## src/rtl/pcie_ltssm_link_trainer.sv

```systemverilog
// Multi-lane Detect/Polling LTSSM front end: detect, TS1/TS2 polling, active-lane resolution.
// Optional macro LTSSM_POLL_COMPLIANCE_EN adds the Polling.Compliance state.
module pcie_ltssm_link_trainer #(
    parameter int NUM_LANES           = 4,
    parameter int QUIET_CYCLES        = 12000,
    parameter int POLL_TIMEOUT_CYCLES = 24000,
    parameter int TS1_TX_MIN          = 1024,
    parameter int TS_RX_REQ           = 8,
    parameter int TS2_TX_AFTER        = 16
) (
    input  logic                 clk_i,
    input  logic                 rst_i,
    input  logic [NUM_LANES-1:0] rx_elec_idle_i,
    input  logic                 rx_det_done_i,
    input  logic [NUM_LANES-1:0] rx_det_i,
    input  logic [NUM_LANES-1:0] rx_ts1_i,
    input  logic [NUM_LANES-1:0] rx_ts2_i,
    input  logic                 tx_os_done_i,
    input  logic                 restart_i,
    output logic                 tx_det_req_o,
    output logic [1:0]           tx_os_type_o,
    output logic [NUM_LANES-1:0] tx_lane_en_o,
    output logic [NUM_LANES-1:0] active_lanes_o,
    output logic [2:0]           ltssm_state_o,
    output logic                 cfg_entry_o
);

    localparam int TMAX = (QUIET_CYCLES > POLL_TIMEOUT_CYCLES) ? QUIET_CYCLES : POLL_TIMEOUT_CYCLES;
    localparam int TW   = $clog2(TMAX + 1);
    localparam int XW   = $clog2(TS1_TX_MIN + 1);
    localparam int RW   = $clog2(TS_RX_REQ + 1);
    localparam int PW   = $clog2(TS2_TX_AFTER + 1);

    typedef enum logic [2:0] {
        S_DQUIET  = 3'd0,
        S_DACTIVE = 3'd1,
        S_PACTIVE = 3'd2,
        S_PCOMPL  = 3'd3,
        S_PCONFIG = 3'd4,
        S_CONFIG  = 3'd5
    } state_t;

    state_t               state_reg, state_next;
    logic [TW-1:0]        timer_reg;
    logic [XW-1:0]        txcnt_reg;
    logic [PW-1:0]        post_reg;
    logic                 ts2_seen_reg;
    logic [RW-1:0]        rxcnt_reg [NUM_LANES];
    logic [NUM_LANES-1:0] rx_full;
    logic [NUM_LANES-1:0] det_reg, det_next;
    logic [NUM_LANES-1:0] active_reg, active_next;

    logic [1:0]           os_type_next;
    logic [NUM_LANES-1:0] lane_en_next;
    logic                 det_req_next;
    logic                 cfg_entry_next;

    logic entering;
    logic quiet_done;
    logic poll_timeout;
    logic tx_full;
    logic post_full;

    assign entering     = (state_next != state_reg);
    assign quiet_done   = (timer_reg == TW'(QUIET_CYCLES - 1));
    assign poll_timeout = (timer_reg == TW'(POLL_TIMEOUT_CYCLES - 1));
    assign tx_full      = (txcnt_reg == XW'(TS1_TX_MIN));
    assign post_full    = (post_reg == PW'(TS2_TX_AFTER));

    // State, mask and registered-output storage.
    always_ff @(posedge clk_i or posedge rst_i) begin
        if (rst_i) begin
            state_reg      <= S_DQUIET;
            det_reg        <= '0;
            active_reg     <= '0;
            tx_det_req_o   <= 1'b0;
            tx_os_type_o   <= 2'b00;
            tx_lane_en_o   <= '0;
            cfg_entry_o    <= 1'b0;
        end else begin
            state_reg      <= state_next;
            det_reg        <= det_next;
            active_reg     <= active_next;
            tx_det_req_o   <= det_req_next;
            tx_os_type_o   <= os_type_next;
            tx_lane_en_o   <= lane_en_next;
            cfg_entry_o    <= cfg_entry_next;
        end
    end

    assign ltssm_state_o  = state_reg;
    assign active_lanes_o = active_reg;

    always_comb begin
        state_next  = state_reg;
        det_next    = det_reg;
        active_next = active_reg;
        case (state_reg)
            S_DQUIET: begin
                if (quiet_done || !(&rx_elec_idle_i))
                    state_next = S_DACTIVE;
            end
            S_DACTIVE: begin
                if (rx_det_done_i) begin
                    if (rx_det_i == '0) begin
                        state_next = S_DQUIET;
                    end else begin
                        det_next   = rx_det_i;
                        state_next = S_PACTIVE;
                    end
                end
            end
            S_PACTIVE: begin
                // Full exit wins over a simultaneous timeout.
                if (tx_full && ((rx_full & det_reg) == det_reg)) begin
                    state_next  = S_PCONFIG;
                    active_next = det_reg;
                end else if (poll_timeout) begin
                    if (tx_full && |(rx_full & det_reg)) begin
                        state_next  = S_PCONFIG;
                        active_next = rx_full & det_reg;
                    end else begin
`ifdef LTSSM_POLL_COMPLIANCE_EN
                        state_next = S_PCOMPL;
`else
                        state_next = S_DQUIET;
`endif
                    end
                end
            end
`ifdef LTSSM_POLL_COMPLIANCE_EN
            S_PCOMPL: begin
                if (|(~rx_elec_idle_i & det_reg))
                    state_next = S_PACTIVE;
            end
`endif
            S_PCONFIG: begin
                if (|(rx_full & active_reg) && post_full)
                    state_next = S_CONFIG;
                else if (poll_timeout)
                    state_next = S_DQUIET;
            end
            S_CONFIG: begin
                if (restart_i)
                    state_next = S_DQUIET;
            end
            default: state_next = S_DQUIET;
        endcase
        // Any return to Detect discards both lane masks.
        if (state_next == S_DQUIET) begin
            det_next    = '0;
            active_next = '0;
        end
    end

    always_comb begin
        os_type_next   = 2'b00;
        lane_en_next   = '0;
        det_req_next   = (state_next == S_DACTIVE) && (state_reg != S_DACTIVE);
        cfg_entry_next = (state_next == S_CONFIG) && (state_reg != S_CONFIG);
        case (state_next)
            S_PACTIVE: begin
                os_type_next = 2'b01;
                lane_en_next = det_next;
            end
`ifdef LTSSM_POLL_COMPLIANCE_EN
            S_PCOMPL: begin
                os_type_next = 2'b11;
                lane_en_next = det_next;
            end
`endif
            S_PCONFIG: begin
                os_type_next = 2'b10;
                lane_en_next = active_next;
            end
            default: begin
                os_type_next = 2'b00;
                lane_en_next = '0;
            end
        endcase
    end

    // Shared timer and transmit-side counters restart on every state entry.
    always_ff @(posedge clk_i or posedge rst_i) begin
        if (rst_i) begin
            timer_reg    <= '0;
            txcnt_reg    <= '0;
            post_reg     <= '0;
            ts2_seen_reg <= 1'b0;
        end else if (entering) begin
            timer_reg    <= '0;
            txcnt_reg    <= '0;
            post_reg     <= '0;
            ts2_seen_reg <= 1'b0;
        end else begin
            if (timer_reg != TW'(TMAX))
                timer_reg <= timer_reg + TW'(1);
            if (state_reg == S_PACTIVE && tx_os_done_i && !tx_full)
                txcnt_reg <= txcnt_reg + XW'(1);
            if (state_reg == S_PCONFIG && |(rx_ts2_i & active_reg))
                ts2_seen_reg <= 1'b1;
            // Post-TS2 count begins the cycle after the first TS2 is seen.
            if (state_reg == S_PCONFIG && ts2_seen_reg && tx_os_done_i && !post_full)
                post_reg <= post_reg + PW'(1);
        end
    end

    for (genvar gi = 0; gi < NUM_LANES; gi++) begin : g_lane
        assign rx_full[gi] = (rxcnt_reg[gi] == RW'(TS_RX_REQ));

        always_ff @(posedge clk_i or posedge rst_i) begin
            if (rst_i) begin
                rxcnt_reg[gi] <= '0;
            end else if (entering) begin
                rxcnt_reg[gi] <= '0;
            end else if (state_reg == S_PACTIVE) begin
                // Electrical idle breaks the consecutive-set run.
                if (rx_elec_idle_i[gi])
                    rxcnt_reg[gi] <= '0;
                else if ((rx_ts1_i[gi] || rx_ts2_i[gi]) && !rx_full[gi])
                    rxcnt_reg[gi] <= rxcnt_reg[gi] + RW'(1);
            end else if (state_reg == S_PCONFIG) begin
                if (rx_ts1_i[gi])
                    rxcnt_reg[gi] <= '0;
                else if (rx_ts2_i[gi] && !rx_full[gi])
                    rxcnt_reg[gi] <= rxcnt_reg[gi] + RW'(1);
            end
        end
    end

endmodule

```

## config.mk

```make
export PLATFORM = sky130hd
export DESIGN_NAME = pcie_ltssm_link_trainer
export DESIGN_NICKNAME = d
export VERILOG_FILES = /design/src/rtl/pcie_ltssm_link_trainer.sv
export SDC_FILE = /design/constraint.sdc
export NUM_CORES = 1
export LEC_CHECK = 0
export ABC_AREA = 1
export CORE_ASPECT_RATIO = 0.75
export CORE_UTILIZATION = 30
export DETAILED_ROUTE_END_ITERATION = 8
export PLACE_DENSITY_LB_ADDON = 0.15
export SLEW_MARGIN = 20
export SYNTH_ARGS = -nofsm -noshare
export SYNTH_HDL_FRONTEND = slang
export SYNTH_SLANG_ARGS = --single-unit
export TNS_END_PERCENT = 10
```

## constraint.sdc

```tcl
create_clock -name clk_i -period 2.3 [get_ports clk_i]
set_input_delay 0.46 -clock clk_i [delete_from_list [all_inputs] [get_ports clk_i]]
set_output_delay 0.46 -clock clk_i [all_outputs]
set_load 0.005 [all_outputs]
```

# ---- Yosys cells after proc, flatten, opt, wreduce, memory -nomap -nowiden
# Cells that the tools add are included.
dict set report word_totals {
  reg_bits 67
  inputBits 21
  out_inout_bits 15
  elab_cells 158
}
dict set report classes {
  addsub 7
  eq_ne 25
  n_mux 57
  bitwise 3
  n_reduce_logical 51
}
# op n
set ops {}
lappend ops {{two-way mux 4 bit} 37}
lappend ops {{two-way mux 15 bit} 2}
lappend ops {{two-way mux 3 bit} 8}
lappend ops {{two-way mux 11 bit} 2}
lappend ops {{logical AND 1 bit} 19}
lappend ops {{adder 4 x 1 -> 4 bit, second input constant} 4}
lappend ops {{== test 4 bit, second input constant} 4}
lappend ops {{nonzero test 4 bit} 4}
lappend ops {{adder 15 x 1 -> 15 bit, second input constant} 1}
lappend ops {{== test 15 x 14 -> 1 bit, second input constant} 1}
lappend ops {{== test 15 bit, second input constant} 1}
lappend ops {{inequality test 15 bit, second input constant} 1}
lappend ops {{case mux 3 bit (5 select lines)} 1}
lappend ops {{AND 4 bit} 3}
lappend ops {{== test 3 bit, second input constant} 4}
lappend ops {{inequality test 4 x 3 -> 1 bit, second input constant} 3}
lappend ops {{AND reduction 3 bit} 4}
lappend ops {{OR reduction 4 bit} 3}
lappend ops {{adder 11 x 1 -> 11 bit, second input constant} 1}
lappend ops {{== test 11 bit, second input constant} 1}
lappend ops {{two-way mux 5 bit} 2}
lappend ops {{case mux 4 bit (2 select lines)} 1}
lappend ops {{nonzero test 2 bit} 4}
lappend ops {{logical NOT 1 bit} 7}
lappend ops {{17 further kinds} 25}

# ---- Longest topological paths before layout
dict set report depth {
  depth_word 11
  ltp_mapped 19
  ltp_nobuf 18
}

# ---- Worst setup path before layout
# OpenSTA, ideal clock, no wires.
dict set report synth_path {
  path_type {register -> register}
  startpoint {register rxcnt_reg[4] in the netlist's numbering}
  endpoint {register rxcnt_reg[12] in the netlist's numbering}
  t_arrival_ns 1.978
  required_time_ns 2.235
  setup_slack_ns 0.256
  path_stages_with_launch 20
  cell_sequence {dfrtp_1 > inv_1 > ha_1 > nand3_1 > nand2_1 > nand2_1 > nor2_2 > nand2_2 > nand2_1 > nand2_1 > nand2_1 > nand2_1 > nand2_2 > nand2_2 > nand2_4 > nand2_2 > buf_4 > nor2_1 > nand3_1 > nand2_1}
}
dict set report synth_via {
  elab_chain_cells 11
}
# item line
set synth_rtl {}
lappend synth_rtl {{from (decl)} 48} ;# logic [RW-1:0] rxcnt_reg [NUM_LANES];
lappend synth_rtl {{from (signal, indexed assignment)} 221} ;# rxcnt_reg[gi] <= rxcnt_reg[gi] + RW'(1);
lappend synth_rtl {{from (signal, indexed assignment)} 226} ;# rxcnt_reg[gi] <= rxcnt_reg[gi] + RW'(1);
lappend synth_rtl {{== test 4 bit *} 209} ;# assign rx_full[gi] = (rxcnt_reg[gi] == RW'(TS_RX_REQ));
lappend synth_rtl {{AND 4 bit} {115, 119}}
lappend synth_rtl {{OR reduction 4 bit} 119} ;# if (tx_full && |(rx_full & det_reg)) begin
lappend synth_rtl {{logical AND 1 bit} 119}
lappend synth_rtl {{two-way mux 3 bit} 119}
lappend synth_rtl {{two-way mux 3 bit} 118} ;# end else if (poll_timeout) begin
lappend synth_rtl {{two-way mux 3 bit} 115} ;# if (tx_full && ((rx_full & det_reg) == det_reg)) begin
lappend synth_rtl {{case mux 3 bit (5 select lines) *} 98} ;# case (state_reg)
lappend synth_rtl {{inequality test 3 bit *} 64} ;# assign entering = (state_next != state_reg);
lappend synth_rtl {{inequality test 4 bit (no source line) (tied with other cells)} n/a}
lappend synth_rtl {{AND reduction 3 bit (no source line)} n/a}
# Mark *: on every way between the ends. The rest lies on a longest branch, timed or not.
# A chain may end at the register's enable or synchronous reset.

# ---- Final worst setup path
dict set report layout_path {
  startpoint {register rxcnt_reg[9] in the netlist's numbering}
  endpoint {register rxcnt_reg[10] in the netlist's numbering}
}
dict set report layout_via {
  elab_chain_cells 11
}
# item line
set layout_rtl {}
lappend layout_rtl {{== test 4 bit} 209}
lappend layout_rtl {{AND 4 bit} {115, 119}}
lappend layout_rtl {{OR reduction 4 bit} 119}
lappend layout_rtl {{logical AND 1 bit} 119}
lappend layout_rtl {{two-way mux 3 bit} 119}
lappend layout_rtl {{two-way mux 3 bit} 118}
lappend layout_rtl {{two-way mux 3 bit} 115}
lappend layout_rtl {{case mux 3 bit (5 select lines)} 98}
lappend layout_rtl {{inequality test 3 bit} 64}
lappend layout_rtl {{inequality test 4 x 3 -> 1 bit (no source line) (tied with other cells)} n/a}
lappend layout_rtl {{AND reduction 3 bit (no source line)} n/a}
# Several ways; a longest one is shown, not always the timed one. The select of a mux whose other input is x is not followed.

==> implementation parameters <==
Parameter                              Value

Final layout
  Sequential cell area    ~0.0017 mm^2
  Total area of multi-input combinational cells    0.00227 mm^2
  Layout cell share with drive strength beyond 1    0.220
  P&R area growth vs syn    37.2%
  Post-route core utilization    0.424
  Number of nets in the finished design    654
  Largest register FFs    16
  Post-route cell area    0.00552 mm^2
  Number of diodes added for antenna fixing    0
  # fillers    1,259
  Final cell count without fillers    795

GRT
  Met3 Resource Use GR    0.0367
  Number of global-route vias before repair    around 3.7k
  Global Route met2 Usage    0.248
  Busiest grt layer    met2
  Largest net degree at the start of global routing    26
  Antenna violations before repair    0
  Met1 capacity usage during global routing    0.234
  Global-route usage over all layers    0.165
  Total global routing overflow    0
  Wire length of the first global-routing pass    about 18,000 um

Yosys
  Largest family of logic cells by synthesized area    simple AND/OR/NAND/NOR gates
  Area share of the leading cell type in the synthesized netlist    0.417
  Synthesized-area fraction occupied by ao, oa, aoi and oai cells    0.0787
  Post-synth net total    563
  Count of yosys warnings during synthesis    0
  Xor/xnor share of the synthesized area    0.0457
  Synthesized area per cell    7.62 um^2
  Multiplexer share of the synthesized area    0
  Combined area of all synthesized cells    around 0.0040 mm^2
  Portion of the post-synthesis area used by sequential elements    0.417
  Gate Count Post-Synth    around 530
  Proportion of register bits with asynchronous set or reset after synthesis    1.00
  Number of flip-flops and latches in the synthesized netlist    between 60 and 70
  Cell types with the largest area share after synthesis    sky130_fd_sc_hd__dfrtp_1 (42%), sky130_fd_sc_hd__nand2_1 (11%), sky130_fd_sc_hd__nor2_1 (7.3%)
  Largest area contributor in the netlist    sky130_fd_sc_hd__dfrtp_1
  Adder-Cell Fraction of Synth Area    0.0435
  Top_reg_cell synth    sky130_fd_sc_hd__dfrtp_1
  Fraction of the mapped netlist area in simple logic gates    0.338
  Post-synth EDFFs    0
  Number of distinct standard cells referenced by the synthesized netlist    34

Timing
  Final setup viols    0
  F_max    around 440 MHz
  Max transition margin    0.668
  Min Tclk post-route    approximately 2300 ps
  RSZ-0062 raised after global routing    true
  Count of endpoints failing hold in the final timing report    0
  Slew at the pin closest to its max-slew limit    498 ps
  Worst setup margin    42.8 ps
  Final clock skew    ~4.8 ps
  Part of the cycle the worst path needs    0.981
  Slew Limit Fails    0

Setup path
  Cell chain of the critical path    inv_1, ha_4, buf_4, buf_4, nand4_1, nand4_1, nand2_2, nand3_1, nand2_2, a21oi_4, nor2_4, nand4_1, nand2_2, nand2_1, nand2_1
  Critical path data arrival time    2530 ps
  Highest fanout seen on the critical path    5
  Kind of critical path    reg2reg
  Worst path slowest cell    sky130_fd_sc_hd__dfrtp_1
  CP max stage delay    between 300 and 400 ps
  Kind of launch point of the worst setup path    register
  Worst reg2reg setup slack    40 ps
  Data required, critical path    roughly 2600 ps
  Kind of capture point of the worst setup path    register

CTS
  TritonCTS buffer count    9
  Number of buffers on the longest clock path    2
  Clock tree from TritonCTS    built
  CTS Sinks    67
  CTS clk-pin slew, worst paths    around 50 ps
  Number of H-tree levels    3
  Clk Tree Root Cell    sky130_fd_sc_hd__clkbuf_16
  Clk Latency, worst-skew pair    340 ps

Placed design
  Place WS    -205 ps
  Standard cell area after detailed placement    0.00487 mm^2
  Placed cell count    between 700 and 800
  Routability Congestion    between 0.8 and 0.9
  HPWL after detailed placement    a little under 8000 um
  # port buffers    35

Die
  Horizontal die dimension    approximately 140 um
  Number of top-level design ports    36
  DIE AREA    ~0.014 mm^2
  Initial Util    0.309
  Die H    about 100 um
  Placement row count    36
  Floorplan Core Area    0.0130 mm^2

Power and ir drop
  Worst voltage drop across the vdd grid    0.000442 V
  PD cells    a little under 1000 mW/mm^2
  Standby leakage power    between 0.002 and 0.0025 uW

Drt
  Total via count in the routed design    3,729
  Number of DRC markers in iteration 0    220
  Post-DR vias/cell    roughly 4.7
  Detail-routed net length per standard cell    13.5 um
  Wire length after detailed routing    10,700 um
  Iteration count of the initial detailed-routing pass    4
  DRC violations left    0
  DRT antenna net count    0

Run status
  Status    complete, no violations

Hold path
  Worst hold path class    in2async

Run
  Maxcap violations    0
## timing repair
action | CTS | global route
hold buffers | 0 | 0
buffers inserted | 7 | 5
endpoints found under the setup margin | 29 | 56
resized for setup | 23 | 34
pin swaps | 17 | 28
cloned | 3 | 0
## Yosys cell counts (8+ instances only)
cell	number
sky130_fd_sc_hd__nand4_1	19
sky130_fd_sc_hd__ha_1	14
sky130_fd_sc_hd__inv_1	62
sky130_fd_sc_hd__nand3_1	40
sky130_fd_sc_hd__nor2_1	78
sky130_fd_sc_hd__inv_2	8
sky130_fd_sc_hd__o21ai_0	18
sky130_fd_sc_hd__xor2_1	19
sky130_fd_sc_hd__nand2_1	117
sky130_fd_sc_hd__nor3_1	16
sky130_fd_sc_hd__dfrtp_1	67
sky130_fd_sc_hd__a21oi_1	11
## through the flow
stage	setup TNS (ps)	hold WS, ps	power [uW]
final	0	474	5410
after global routing	-2980	534	5740
after CTS	0	492	5260
after detailed placement	-4050	521	3480
after global placement	-4510	513	3450
after floorplan	0	487	2690
## worst max-delay path, delay by kind of cell (launching register included)
family | cells | cell delay [ps]
and+or+nand+nor | 10 | 1290
DFF | 1 | 350
buffers and inverters | 3 | 310
adders and majority gates | 1 | 160
AOI/OAI and AO/OA | 1 | 80
## metal layers
layer,vias up,share of wire
li1,1896,-
met1,1761,0.52
met2,58,0.43
met3,14,0.037
met4,0,0.015
met5,-,0
## power by group
group	internal (uW)	switching, uW	leakage [uW]
clock	862	509	0.000145
combinational	1100	1460	0.00142
sequential	1330	155	0.000922
total	3290	2120	0.00249
## worst paths after layout
| check | startpoint | endpoint | cells past startpoint |
|---|---|---|---|
| min in group clk_i | ts2_seen_reg | ts2_seen_reg | 2 |
| min reg2reg | ts2_seen_reg | ts2_seen_reg | 2 |
| max in group asynchronous | rst_i | rxcnt_reg[0] | 3 |
| min | rst_i | timer_reg[1] | 2 |
| max reg2reg | rxcnt_reg[9] | rxcnt_reg[10] | 15 |
| max | rxcnt_reg[9] | rxcnt_reg[10] | 15 |
## layout make-up
class	count	share of cell area
Clock buffer	11	0.0440
Inverter	70	0.0476
Tap cell	171	0.0388
Multi-Input combinational cell	386	0.411
Timing Repair Buffer	85	0.145
Clock inverter	5	0.00952
Sequential cell	67	0.304
## cell families (layout without fill, tap and decap cells)
| family | Yosys count | count (layout) |
|---|---|---|
| fa+ha+maj | 14 | 14 |
| buf+inv | 77 | 171 |
| compound gates | 52 | 52 |
| xor+xnor | 21 | 21 |
| flops | 67 | 67 |
| simple gates | 297 | 299 |
## cells in the final DEF (no fill, tap or decap), types with 8 or more instances in the layout
cell type                           n
sky130_fd_sc_hd__xor2_1            19
sky130_fd_sc_hd__nand2_2           10
sky130_fd_sc_hd__nand3_2            8
sky130_fd_sc_hd__nor2_1            74
sky130_fd_sc_hd__nand3_1           31
sky130_fd_sc_hd__nand4_1           19
sky130_fd_sc_hd__ha_1              10
sky130_fd_sc_hd__nor3_1            15
sky130_fd_sc_hd__clkdlybuf4s50_1   35
sky130_fd_sc_hd__inv_1             53
sky130_fd_sc_hd__nand2_1          109
sky130_fd_sc_hd__buf_4             45
sky130_fd_sc_hd__a21oi_1           11
sky130_fd_sc_hd__clkbuf_16          9
sky130_fd_sc_hd__dfrtp_1           65
sky130_fd_sc_hd__inv_2             17
sky130_fd_sc_hd__o21ai_0           16
(Power assumes the default switching activity.)
